`src/rtl/sig_to_one_pkg.sv`:
```
// Shared widths and types for the sig_to_one lane packer.
package sig_to_one_pkg;

  localparam int WIDTH_DEF = 10;
  localparam int NUM_DEF   = 16;
  localparam int OUT_W     = WIDTH_DEF * NUM_DEF;

  typedef logic signed [WIDTH_DEF-1:0] lane_t;
  typedef logic [OUT_W-1:0]            bus_t;

  // Low bit index of lane k inside the packed bus.
  function automatic int lane_lo(input int k, input int width);
    return k * width;
  endfunction

endpackage

```
`src/rtl/sig_lane_reg.sv`:
```
// One lane of the packer: WIDTH-bit enable register with async active-low clear.
module sig_lane_reg #(
  parameter int WIDTH = 10
) (
  input  logic             clk_fast,
  input  logic             rst_n,
  input  logic             i_en,
  input  logic [WIDTH-1:0] i_d,
  output logic [WIDTH-1:0] o_q
);

  logic [WIDTH-1:0] r_q;

  always_ff @(posedge clk_fast or negedge rst_n) begin
    if (!rst_n)    r_q <= '0;
    else if (i_en) r_q <= i_d;
  end

  assign o_q = r_q;

endmodule

```
`src/rtl/sig_to_one.sv`:
```
// Packs NUM sample lanes into one registered bus on a qualified clk_fast edge.
// Optional SIG2ONE_VALID_EN adds sout_valid, high the cycle after each capture.
module sig_to_one
  import sig_to_one_pkg::*;
#(
  parameter int WIDTH = WIDTH_DEF,
  parameter int NUM   = NUM_DEF
) (
  input  logic                 clk_fast,
  input  logic                 rst_n,
  input  logic                 combine_sig_s,
  input  logic [WIDTH-1:0]     Sin0,
  input  logic [WIDTH-1:0]     Sin1,
  input  logic [WIDTH-1:0]     Sin2,
  input  logic [WIDTH-1:0]     Sin3,
  input  logic [WIDTH-1:0]     Sin4,
  input  logic [WIDTH-1:0]     Sin5,
  input  logic [WIDTH-1:0]     Sin6,
  input  logic [WIDTH-1:0]     Sin7,
  input  logic [WIDTH-1:0]     Sin8,
  input  logic [WIDTH-1:0]     Sin9,
  input  logic [WIDTH-1:0]     Sin10,
  input  logic [WIDTH-1:0]     Sin11,
  input  logic [WIDTH-1:0]     Sin12,
  input  logic [WIDTH-1:0]     Sin13,
  input  logic [WIDTH-1:0]     Sin14,
  input  logic [WIDTH-1:0]     Sin15,
`ifdef SIG2ONE_VALID_EN
  output logic                 sout_valid,
`endif
  output logic [WIDTH*NUM-1:0] Sout_s
);

  logic [WIDTH-1:0] w_lanes [16];

  assign w_lanes = '{Sin0, Sin1, Sin2, Sin3, Sin4, Sin5, Sin6, Sin7,
                     Sin8, Sin9, Sin10, Sin11, Sin12, Sin13, Sin14, Sin15};

  // Lane bits are copied verbatim; signedness is only meaningful downstream.
  for (genvar k = 0; k < NUM; k++) begin : g_lane
    sig_lane_reg #(.WIDTH(WIDTH)) u_lane (
      .clk_fast (clk_fast),
      .rst_n    (rst_n),
      .i_en     (combine_sig_s),
      .i_d      (w_lanes[k]),
      .o_q      (Sout_s[lane_lo(k, WIDTH) +: WIDTH])
    );
  end

`ifdef SIG2ONE_VALID_EN
  logic r_valid;

  always_ff @(posedge clk_fast or negedge rst_n) begin
    if (!rst_n) r_valid <= 1'b0;
    else        r_valid <= combine_sig_s;
  end

  assign sout_valid = r_valid;
`endif

endmodule

```
`config.mk`:
```
export PLATFORM = sky130hd
export DESIGN_NAME = sig_to_one
export DESIGN_NICKNAME = d
export VERILOG_FILES = /design/src/rtl/sig_to_one_pkg.sv /design/src/rtl/sig_lane_reg.sv /design/src/rtl/sig_to_one.sv
export SDC_FILE = /design/constraint.sdc
export NUM_CORES = 1
export LEC_CHECK = 0
export CAP_MARGIN = 20
export CORE_ASPECT_RATIO = 1.1
export CORE_MARGIN = 2
export CORE_UTILIZATION = 30
export CTS_BUF_LIST = sky130_fd_sc_hd__clkbuf_4
export DETAILED_ROUTE_END_ITERATION = 10
export PLACE_DENSITY_LB_ADDON = 0.3
export SLEW_MARGIN = 5
export SYNTH_ARGS = -nofsm -noshare
export SYNTH_HDL_FRONTEND = slang
export SYNTH_SLANG_ARGS = --single-unit
```
`constraint.sdc`:
```
create_clock -name clk_fast -period 1.7 [get_ports clk_fast]
set_clock_uncertainty 0.15 [all_clocks]
set_input_delay 0.17 -clock clk_fast [delete_from_list [all_inputs] [get_ports clk_fast]]
set_output_delay 0.17 -clock clk_fast [all_outputs]
set_load 0.05 [all_outputs]
```
---- Word level (Yosys, flattened, before mapping) ----
Index checks and enable logic that the tools add are counted.
word-level totals
  output and inout port bits .............. 160
  input port bits ......................... 163
  latch bits .............................. 0
  flip-flop bits (word level) ............. 160
  bits in read-only memories .............. 0
  memory bits (writable) .................. 0
  word-level logic and storage cells ...... 16
  memories kept ........................... 0
cells by class
  shift-type cells ........................ 0
  equality and inequality tests ........... 0
  divide/modulo/power cells ............... 0
  multiplexer cells ....................... 0
  reduce and logical (&&, ||, !) cells .... 0
  magnitude comparators ................... 0
  bitwise logic cells ..................... 0
  add/sub/neg operators ................... 0
  multiply operators ...................... 0

---- Logic depth before layout (Yosys ltp) ----
Gate-level depths: netlist of run 1.
  word-level depth ........................ 0
  gate-level depth with buffers ........... 4
  depth with buffers taken out ............ 1

---- Hierarchy ----
A second synthesis of run 1 with hierarchy kept.
unflattened totals
  cells, all modules ...................... 336
  area, all modules ....................... 6,586.3 µm²
modules (own cells, without submodules)
  module        instances  area each (µm²)  sequential area each (µm²)  cells each
  sig_lane_reg  16         411.6            250.2                       21

---- Least setup slack after synthesis of run 1 ----
OpenSTA, ideal clock, no wires.
  path kind ............................... input-to-reg
  start ................................... in combine_sig_s
  end ..................................... reg g_lane[10].u_lane.r_q[0]
  data arrival time ....................... 871 ps
  required time ........................... 1,425 ps
  stages on the path ...................... 4
  slack ................................... 553 ps
  buffers on the path ..................... 3
  setup time .............................. 125 ps
  path through ............................ buf_6 > buf_6 > buf_6 > mux2_4
RTL lines
  what                  line                text
  start, declared       sig_to_one.sv:11    input logic combine_sig_s,
  end signal, assigned  sig_lane_reg.sv:16  else if (i_en) r_q <= i_d;
  end, declared         sig_lane_reg.sv:12  logic [WIDTH-1:0] r_q;
No word-level cell between the ends.

---- Worst setup path in the final report of run 1 ----
  start ................................... reg g_lane[4].u_lane.r_q[6]
  end ..................................... out Sout_s[46]
RTL lines
  what                    line                text
  start, declared         sig_lane_reg.sv:12
  start signal, assigned  sig_lane_reg.sv:16
  end, declared           sig_to_one.sv:31    output logic [WIDTH*NUM-1:0] Sout_s
No word-level cell between the ends.

==> results of run 1 <==
==> cell usage after synthesis <==
cell | number | area share (%)
buf_6 | 12 | 2.1
mux2_2 | 60 | 11
buf_2 | 6 | 0.47
dfrtp_1 | 160 | 63
mux2_4 | 100 | 24
==> routing by layer <==
layer	track usage, %	part of all wire [%]	vias to the layer above	wire (um)
li1	-	-	1871	-
met1	16.8	39	2067	6530
met2	25.1	50	194	8420
met3	5.48	8.2	24	1370
met4	5.70	2.3	0	389
met5	0	0	-	0
==> worst min-delay path by stage <==
stage | from | endpoint | slack, ns | cells past startpoint
detailed placement | rst_n | g_lane[3].u_lane.o_q[6] | -0.02 | 1
global route | Sin13[1] | g_lane[13].u_lane.o_q[1] | 0.0004 | 2
CTS | Sin12[7] | g_lane[12].u_lane.o_q[7] | 0.002 | 2
finish | Sin12[7] | g_lane[12].u_lane.o_q[7] | 0.08 | 2
floorplan | rst_n | g_lane[0].u_lane.o_q[0] | -0.28 | 0
global placement | rst_n | g_lane[4].u_lane.o_q[8] | -0.03 | 1
==> final cells by class <==
| cell class | instances | area (um^2) |
|---|---|---|
| Tap cell | 256 | 320 |
| Clock inverter | 11 | 133 |
| Clock buffer | 21 | 158 |
| Timing Repair Buffer | 340 | 3060 |
| Multi-Input combinational cell | 160 | 2180 |
| Fill cell | 1787 | 10800 |
| Sequential cell | 160 | 4000 |
==> report_power, final <==
part	switching [mW]	internal, mW	leakage, nW	total, mW
clock	1.37	0.954	0.143	2.33
combinational	1.91	1.33	2.58	3.24
sequential	0.223	4.18	1.87	4.41
==> cells by family (layout without fill, tap and decap cells) <==
family,count (synthesis),count (layout),share of synthesized area (%)
muxes,160,160,34.3
DFF,160,160,63.1
buffers and inverters,18,372,2.60
==> metrics by stage <==
stage	instance area (um^2)	hold slack, ns
6_report	9850	0.0842
5_1_grt	9850	0.000377
4_1_cts	9840	0.00198
3_5_place_dp	9490	-0.0218
3_3_place_gp	9490	-0.0316
2_1_floorplan	6350	-0.276
==> repair_timing <==
| action | 4_1_cts | 5_1_grt |
|---|---|---|
| hold buffers | 6 | 1 |
| buffers inserted | 0 | 0 |
| hold endpoints to repair | 172 | 1 |
==> out/summary.txt, run 1 <==
Outcome -> finished, final reports clean
HP Class -> input port to flip-flop
Post-DP HPWL -> 12500 um
Vias in the first global route -> 4551
CTS root buf -> clkbuf_4
RSZ-0062 raised after global routing -> false
Max-cap viol count -> 0
Total Power -> 9.98 mW
Num rows -> 55
Clk buf depth -> 2
CP Depth -> 1
Share of the yosys chip area belonging to registers -> 63.1%
Synthesized area per cell -> 18.8 um^2
Core area -> 20600 um^2
Die width -> 143 um
Initial DRC count -> 120
Final Net Count -> 842
Worst Path Max Fanout -> 2
WS Path Type -> flip-flop to output pin
CP Launch Point -> g_lane[4].u_lane.o_q[6]
Largest net degree at the start of global routing -> 48
Share of cells above drive strength 1 -> 52.7%
Remaining antenna violation count -> 0
Leakage power -> 4.59 nW
GRT Resource Usage Total -> 14.7%
CP Launch Type -> flip-flop
Max Freq -> 673 MHz
Initial antenna violation count -> 0
First-pass GRT wire length -> 25300 um
Initial core utilization -> 30.7%
Final cell count without fillers -> 948
Slew HR -> 70.4%
Vias per cell -> 4.38
Worst R2R End -> g_lane[4].u_lane.o_q[6]
CP Capture Type -> output pin
Residual DRC -> 0
Reg clk slew, reported paths -> 0.14 ns
Die area -> 22300 um^2
Buffer and inverter count on the worst path -> 1
Fin crit share -> 87.4%
Setup TNS Final -> 0 ns
Number of port buffers -> 322
PwrDens -> 1010 nW/um^2
Reg2reg start -> g_lane[4].u_lane.o_q[6]
Post-synthesis cell type count -> 5
Worst r2r path cells -> 1
Commonest non-fill, non-tap cell in the layout -> buf_4
Via Count -> 4156
Place WS -> 0.325 ns
Die height -> 157 um
Reg2Reg Setup Slack -> 0.75 ns
DRT Pass-1 Iters -> 4
Final min period -> 1.49 ns
Placer Congestion -> 0.738
Hold Vio Cnt, Final -> 0
N_diodes -> 0
CP Capture Point -> Sout_s[46]
Syn Std Cell Area -> 6350 um^2
Peak VDD IR -> 0.442 mV
CTS buffer count -> 17
Final setup fails -> 0
H-tree depth -> 4
Cell family with most CP delay -> flip-flops
Syn. warnings -> 0
Remaining Overflow, GRT -> 0
Total Wirelength -> 16700 um
Number of top-level pins -> 323
Worst path slowest cell -> dfrtp_1
CP Cell Sequence -> buf_4
Critical path required time -> 1.38 ns
CP max stage delay -> 0.43 ns
Most frequent cells in the layout -> buf_4 (165), dfrtp_1 (160), clkdlybuf4s50_1 (160), mux2_4 (100), mux2_2 (60)
Placed cell count -> 909
Largest register FFs -> 160
Slew Limit Fails -> 0
CP arrival -> 1.17 ns
CTS resizes -> 0
Synth Instances -> 338
Num Clock Sinks -> 160
CTS tree -> built
Syn_nets -> 501
Slew @ Worst Pin -> 0.443 ns
Final Util -> 47.7%
Layout area overhead -> 55.2%
Setup ws final -> 0.214 ns
Clk Latency, worst-skew pair -> 0.53 ns
Yosys reg bits -> 160
WL/cell -> 17.6 um
No activity file was read; power rests on OpenSTA's default activity.
==> inputs of run 2 (changes only) <==
CTS_BUF_LIST = unset   (was sky130_fd_sc_hd__clkbuf_4)
clock period = 1.4 ns   (was 1.7 ns; I/O delays follow)
==> run 2 against run 1 <==
  * Register-to-register slack got worse by 0.33 ns
  * Power up 55%
  * Non-clock buffer count fell by 4
  * Via count rose by 1.4%
  * Critical endpoint is now Sout_s[0]
  * Highest routed layer unchanged
  * Clock power grew 100%
  * Combinational power increased by 58%
  * Wire length grew 5.6%
==> out/summary.txt, run 2 (synthesis gave the netlist of run 1 again) <==
Layout area overhead -> 91.0%
GRT Resource Usage Total -> 16.3%
Post-DP HPWL -> 13600 um
Die area -> 22300 um^2
PwrDens -> 1270 nW/um^2
RSZ-0062 raised after global routing -> false
N_diodes -> 0
Worst Path Max Fanout -> 2
WS Path Type -> flip-flop to output pin
Clk Latency, worst-skew pair -> 0.42 ns
Slew Limit Fails -> 0
Via Count -> 4213
Fillcell total -> 1560
Slew @ Worst Pin -> 0.310 ns
Placer Congestion -> 0.795
Place WS -> 0.0812 ns
Cell family with most CP delay -> flip-flops
Setup ws final -> 0.0794 ns
Share of cells above drive strength 1 -> 53.2%
Reg clk slew, reported paths -> 0.07 ns
CP Launch Type -> flip-flop
CP max stage delay -> 0.43 ns
Die width -> 143 um
Outcome -> finished, final reports clean
Total Wirelength -> 17700 um
CP Cell Sequence -> buf_12
Number of port buffers -> 322
Setup TNS Final -> 0 ns
Worst path slowest cell -> dfrtp_1
Core area -> 20600 um^2
Initial core utilization -> 30.7%
DRT Pass-1 Iters -> 4
Largest net degree at the start of global routing -> 41
CTS root buf -> clkbuf_16
Total Power -> 15.4 mW
Number of top-level pins -> 323
Final setup fails -> 0
Remaining Overflow, GRT -> 0
CP Capture Type -> output pin
Remaining antenna violation count -> 0
Vias in the first global route -> 4908
CTS resizes -> 0
Final min period -> 1.32 ns
Buffer and inverter count on the worst path -> 1
First-pass GRT wire length -> 27800 um
CTS buffer count -> 17
Residual DRC -> 0
Largest register FFs -> 160
Fin crit share -> 94.3%
CTS tree -> built
CP arrival -> 1.03 ns
Max Freq -> 757 MHz
Leakage power -> 5.45 nW
Num rows -> 55
Die height -> 157 um
Critical path required time -> 1.11 ns
Most frequent cells in the layout -> buf_12 (167), dfrtp_1 (160), clkdlybuf4s50_1 (160), mux2_4 (100), mux2_2 (60)
Initial DRC count -> 106
Vias per cell -> 4.46
Final Util -> 58.7%
Slew HR -> 79.3%
Num Clock Sinks -> 160
H-tree depth -> 4
Peak VDD IR -> 0.746 mV
HP Class -> input port to asynchronous set/reset pin
Clk buf depth -> 2
Commonest non-fill, non-tap cell in the layout -> buf_12
Final Net Count -> 838
Max-cap viol count -> 0
WL/cell -> 18.7 um
Initial antenna violation count -> 0
Hold Vio Cnt, Final -> 0
-- run 2: cell count changes in the layout (fill, tap and decap cells not counted), sizes merged --
cell / before / now
dlygate4sd3: 7 / 1
clkinv: 1 / 4
buf: 172 / 174
clkbuf: 22 / 20
clkinvlp: 5 / 3
inv: 3 / 4
-- run 2: repair_timing --
action	in CTS	in global routing
hold buffers	1	0
endpoints found under the setup margin	0	0
setup buffers	0	0
hold endpoints to repair	160	0
-- run 2: power breakdown --
| group | switching (mW) | internal (mW) |
|---|---|---|
| combinational | 2.34 | 2.77 |
| clock | 2.00 | 2.71 |
| sequential | 0.525 | 5.09 |
-- run 2: per-stage QoR --
stage                     hold WS, ns  std cells  area [um^2]
after floorplan                -0.306        338         6350
after global placement         -0.110        911        11500
after detailed placement       -0.108        911        11500
after CTS                     0.00517        944        12100
after global routing           0.0243        944        12100
final                          0.0147        944        12100
-- run 2: layout make-up --
type | instances | area [um^2] | share of cell area (%)
Timing Repair Buffer | 336 | 5020 | 41.5
Sequential cell | 160 | 4000 | 33.0
Multi-Input combinational cell | 160 | 2180 | 18.0
Clock buffer | 19 | 443 | 3.65
Tap cell | 256 | 320 | 2.64
Clock inverter | 13 | 151 | 1.25
-- run 2: final timing paths --
kind	to	slack, ns	cells after the start	startpoint
setup / recovery	Sout_s[0]	0.08	1	g_lane[0].u_lane.o_q[0]
hold / removal	g_lane[3].u_lane.o_q[3]	0.01	2	rst_n
setup reg to reg	g_lane[7].u_lane.o_q[4]	0.42	1	g_lane[7].u_lane.o_q[4]
hold reg to reg	g_lane[15].u_lane.o_q[9]	0.42	1	g_lane[15].u_lane.o_q[9]
max in group asynchronous	g_lane[4].u_lane.o_q[6]	0.56	3	rst_n
min in group clk_fast	g_lane[13].u_lane.o_q[5]	0.02	2	combine_sig_s
-- run 2: per-layer routing --
layer / GRT usage (%) / share of wire, % / up-vias
met5: 0 / 0 / -
met2: 27.9 / 52 / 193
met1: 19.0 / 37 / 2133
met3: 5.66 / 8.3 / 23
met4: 5.94 / 2.2 / 0
li1: - / - / 1864
==> inputs of run 3 (changes only) <==
CORE_MARGIN = unset   (was 2)
==> run 3 against run 2 <==
  * Count of clock-buffer cells in the layout fell by 1
  * Critical path type unchanged
  * Flip-flop and latch count did not move
  * First-iteration DRC count did not move
  * Combinational power barely moved
  * Largest power group unchanged
  * Worst hold slack improved by 0.041 ns
  * Power rose by 1.5%
==> out/summary.txt, run 3 (synthesis gave the netlist of run 1 again) <==
Final min period -> 1.30 ns
Placed cell count -> 917
Slew @ Worst Pin -> 0.470 ns
Post-Layout Inst Area -> 12200 um^2
Slew HR -> 68.7%
CTS root buf -> clkbuf_16
Layout area overhead -> 92.2%
Fin crit share -> 92.9%
Peak VDD IR -> 0.770 mV
Hold Vio Cnt, Final -> 0
Num Clock Sinks -> 160
Total Wirelength -> 18000 um
Remaining Overflow, GRT -> 0
Die area -> 21700 um^2
Worst Path Max Fanout -> 2
Cell family with most CP delay -> flip-flops
Routed length on met3 -> 1380 um
Uppermost layer routed -> met4
N_diodes -> 0
Core area -> 20600 um^2
Num rows -> 55
Met1 Wirelength -> 6630 um
CTS tree -> built
Die width -> 141 um
CP Capture Type -> output pin
Setup Buffers After CTS -> 0
CP Cell Sequence -> buf_12
Final Util -> 59.1%
H-tree depth -> 4
Final setup fails -> 0
Commonest non-fill, non-tap cell in the layout -> buf_12
HP Class -> input port to flip-flop
WL/cell -> 19.0 um
CTS buffer count -> 17
Setup TNS Final -> 0 ns
Die height -> 155 um
Initial DRC count -> 106
Vias per cell -> 4.42
GRT Resource Usage Total -> 17.1%
Final cell count without fillers -> 948
Total Power -> 15.7 mW
Buffer and inverter count on the worst path -> 1
PwrDens -> 1280 nW/um^2
Largest register FFs -> 160
Slew Limit Fails -> 0
Critical path required time -> 1.11 ns
Number of top-level pins -> 323
Max Freq -> 769 MHz
DRT Pass-1 Iters -> 4
Clk Latency, worst-skew pair -> 0.41 ns
Most frequent cells in the layout -> buf_12 (168), dfrtp_1 (160), clkdlybuf4s50_1 (160), mux2_4 (100), mux2_2 (60)
Via Count -> 4189
Remaining antenna violation count -> 0
First-pass GRT wire length -> 28000 um
Final Net Count -> 844
Initial antenna violation count -> 0
Outcome -> finished, final reports clean
Placer Congestion -> 0.751
Largest net degree at the start of global routing -> 44
Max-cap viol count -> 0
Leakage power -> 5.49 nW
Post-DP HPWL -> 13900 um
WS Path Type -> flip-flop to output pin
Initial core utilization -> 30.7%
Number of port buffers -> 322
Met2 wire len -> 9630 um
Worst path slowest cell -> dfrtp_1
Vias in the first global route -> 4822
Residual DRC -> 0
RSZ-0062 raised after global routing -> false
Reg clk slew, reported paths -> 0.06 ns
Area post-placement -> 11600 um^2
CP arrival -> 1.01 ns
Share of cells above drive strength 1 -> 53.5%
CP max stage delay -> 0.42 ns
Clk buf depth -> 2
CP Launch Type -> flip-flop
==> run 3: changes by cell type in the layout (fill, tap and decap cells not counted), sizes merged <==
cell / before / now
buf: 174 / 180
clkinv: 4 / 3
clkinvlp: 3 / 2
bufinv: 2 / 4
inv: 4 / 3
clkbuf: 20 / 19
==> run 3: cell type report <==
type                    instances  area, um^2
repair buffers                342        5080
well taps                     256         320
clock buffers                  18         429
fillers                      1540        8450
clock inverters                12         184
flip-flops and latches        160        4000
multi-input cells             160        2180
==> run 3: worst paths after layout <==
check | slack, ns | depth (start not counted) | startpoint | end
max reg2reg | 0.42 | 1 | g_lane[5].u_lane.o_q[7] | g_lane[5].u_lane.o_q[7]
min in group asynchronous | 0.09 | 2 | rst_n | g_lane[5].u_lane.o_q[0]
max | 0.1 | 1 | g_lane[15].u_lane.o_q[6] | Sout_s[156]
min | 0.06 | 2 | combine_sig_s | g_lane[5].u_lane.o_q[8]
min reg2reg | 0.42 | 1 | g_lane[14].u_lane.o_q[9] | g_lane[14].u_lane.o_q[9]
max in group asynchronous | 0.45 | 3 | rst_n | g_lane[15].u_lane.o_q[7]
==> run 3: stage by stage <==
step / hold slack (ns) / worst slack, ns
final: 0.0553 / 0.0997
after global routing: 0.0448 / 0.0548
after CTS: 0.0417 / 0.0579
after detailed placement: -0.0413 / 0.0946
after global placement: -0.0427 / 0.118
after floorplan: -0.306 / 0.256
==> run 3: what timing repair did <==
action,4_1_cts,5_1_grt
hold buffers,1,0
gates resized for setup,0,0
hold endpoints to repair,160,0
==> run 3: power by group <==
group / total, mW / leakage (nW) / switching (mW) / internal, mW
clock: 4.91 / 0.293 / 1.92 / 2.99
sequential: 5.63 / 1.87 / 0.535 / 5.09
combinational: 5.13 / 3.33 / 2.35 / 2.78
==> run 3: metal layers <==
metal | GRT usage [%] | vias to the layer above
met3 | 5.88 | 20
met1 | 18.7 | 2110
met2 | 30.4 | 188
met5 | 0 | -
li1 | - | 1871
met4 | 6.37 | 0
==> patch (settings of run 3) <==
Set the package constant `WIDTH_DEF` to 5 (it was 10).
--- a/src/rtl/sig_to_one_pkg.sv
+++ b/src/rtl/sig_to_one_pkg.sv
@@ -3,3 +3,3 @@
 
-  localparam int WIDTH_DEF = 10;
+  localparam int WIDTH_DEF = 5;
   localparam int NUM_DEF   = 16;
Ports: changed (17 resized); port bits go from 323 to 163. The function was not compared with the original's and may differ.
==> patch against run 3 <==
Synthesized cell count shrank 50%; power shrank 51%; via count shrank 51%; sequential cell count shrank 80; count of clock-buffer cells in the layout shrank 8; design area shrank 49%; critical endpoint is now Sout_s[1]; wire length shrank 57%; sequential share of layout area shrank 0.54 points; synthesized area shrank 47%; setup slack gained 0.095 ns; hold slack gained 0.016 ns.
==> patch: results (changes against run 3) <==
Status
  – Run status: finished clean

Detailed routing
  – Final wirelength: 7.65 mm (-57%)
  – Post-Route M1 WL: 3.15 mm (-52%)
  – Top sig layer: met4
  – First-pass DRT Iterations: 4 (unchanged)
  – 1st-iter DRT viols: 68 (-36%)
  – Metal3 WL: 573 um (-59%)
  – Via count: 2,045 (-51%)
  – Routed length on met2: 3.86 mm (-60%)

Setup path
  – Crit path DAT: 0.92 ns (-0.09 ns)
  – Reg2Reg Depth: 1 (unchanged)
  – Top cell family by delay on the critical path: flip-flops
  – Flop2flop setup slack: 0.43 ns
  – Worst-path fanout max: 2 (unchanged)
  – R2R Path End: g_lane[13].u_lane.o_q[1]$_DFFE_PN0P_
  – Worst r2r src: g_lane[13].u_lane.o_q[1]$_DFFE_PN0P_

Global routing
  – GRT met3 Usage: 5.37% (-0.51 points)
  – Global Route Usage Sum: 13.8% (-3.3 points)
  – Largest net degree at the start of global routing: 81 (+84%)
  – GRT met2 Usage: 21.9% (-8.5 points)
  – Vias in the first global route: 2,224 (-54%)
  – Met1 usage: 17.5% (-1.2 points)
  – First-pass GRT wire length: 12.1 mm (-57%)
  – Initial antenna violation count: 0 (unchanged)

Timing
  – Slew margin rel.: 71.1% (+2.4 points)
  – Fin Hold WS: 0.0713 ns (+0.0161 ns)

Placed design
  – DP HPWL: 5.49 mm (-60%)
  – Placed cell areas: 5890 um^2 (-49%)
  – Port buffer count: 162 (-50%)
  – GP Congestion: 0.669 (-11%)

Synthesis
  – Syn Nets: 252 (-50%)
  – Post-synth top cells: dfrtp_1 (80), mux2_4 (80), buf_12 (8)
  – Mux contribution to synthesized area: 35.6% (+1.3 points)
  – Adder-cell share of the synthesized area: 0% (unchanged)
  – Area contributors post-synth: dfrtp_1 (59%), mux2_4 (36%), buf_12 (4.7%), buf_6 (0.33%)
  – YS warnings: 0 (unchanged)
  – Post-synth cell types: 4 (-1)
  – Post-synthesis sequential area ratio: 59.3% (-3.8 points)
  – Compound-cell area share of the yosys netlist: 0% (unchanged)
  – Asr flop ratio synth: 100% (unchanged)

Clock network
  – CTS Buf Count: 9 (-8)
  – Root Buffer: clkbuf_16
  – Post-CTS Setup Bufs: 0 (unchanged)
  – H-Tree Depth: 3 (-1)
  – Worst skew pair latency: 0.31 ns (-0.10 ns)
  – Worst-path clk slew: 0.06 ns (about the same)

Layout
  – Layout cells sized above 1: 53.3% (-0.13 points)
  – Final nets: 424 (-50%)
  – N_diodes: 0 (unchanged)
  – Fill cells: 838 (-46%)
  – Max reg flops: 80 (-50%)

Hold path
  – Hold EP: g_lane[6].u_lane.o_q[4]$_DFFE_PN0P_
  – Hold Path Class: in -> reg

Power
  – Maximum VDD drop: 0.000726 V (-5.8%)
  – Lkg Pwr: 2.85 nW (-48%)
## patch: timing repair
item / in CTS / in global routing
resized for setup: 0 / 0
hold buffers: 1 / 0
endpoints found under the setup margin: 0 / 0
hold endpoints to repair: 80 / 0
## patch: area by class of cell
class,count,share of cell area (%)
Sequential cell,80,32.3
Multi-Input combinational cell,80,19.4
Timing Repair Buffer,170,40.6
Clock buffer,10,3.85
Tap cell,147,2.97
Clock inverter,5,0.928
## patch: worst max path at each step
stage,startpoint,endpoint,slack [ns],cells past startpoint
floorplan,g_lane[0].u_lane.o_q[0]$_DFFE_PN0P_,g_lane[0].u_lane.o_q[0]$_DFFE_PN0P_,0.26,1
global placement,combine_sig_s,g_lane[1].u_lane.o_q[3]$_DFFE_PN0P_,0.21,3
detailed placement,combine_sig_s,g_lane[1].u_lane.o_q[3]$_DFFE_PN0P_,0.18,3
CTS,g_lane[0].u_lane.o_q[1]$_DFFE_PN0P_,Sout_s[1],0.18,1
global route,g_lane[8].u_lane.o_q[2]$_DFFE_PN0P_,Sout_s[42],0.17,1
finish,g_lane[0].u_lane.o_q[1]$_DFFE_PN0P_,Sout_s[1],0.19,1
## patch: power breakdown
group	switching, W	total, W	leakage [nW]	internal, W
Combinational	0.00115	0.00259	1.78	0.00144
Clock	0.000915	0.00233	0.137	0.00142
Sequential	0.000266	0.00281	0.935	0.00255
Total	0.00234	0.00773	2.85	0.00540
## patch: stage by stage
stage          setup WS (ns)  utilization (%)  std cells  total power [W]
2_1_floorplan          0.256                -        169          0.00402
3_3_place_gp           0.207             53.8        476          0.00543
3_5_place_dp           0.183             53.8        476          0.00546
4_1_cts                0.179             56.6        492          0.00785
5_1_grt                0.167             56.6        492          0.00804
6_report               0.195             56.6        492          0.00773
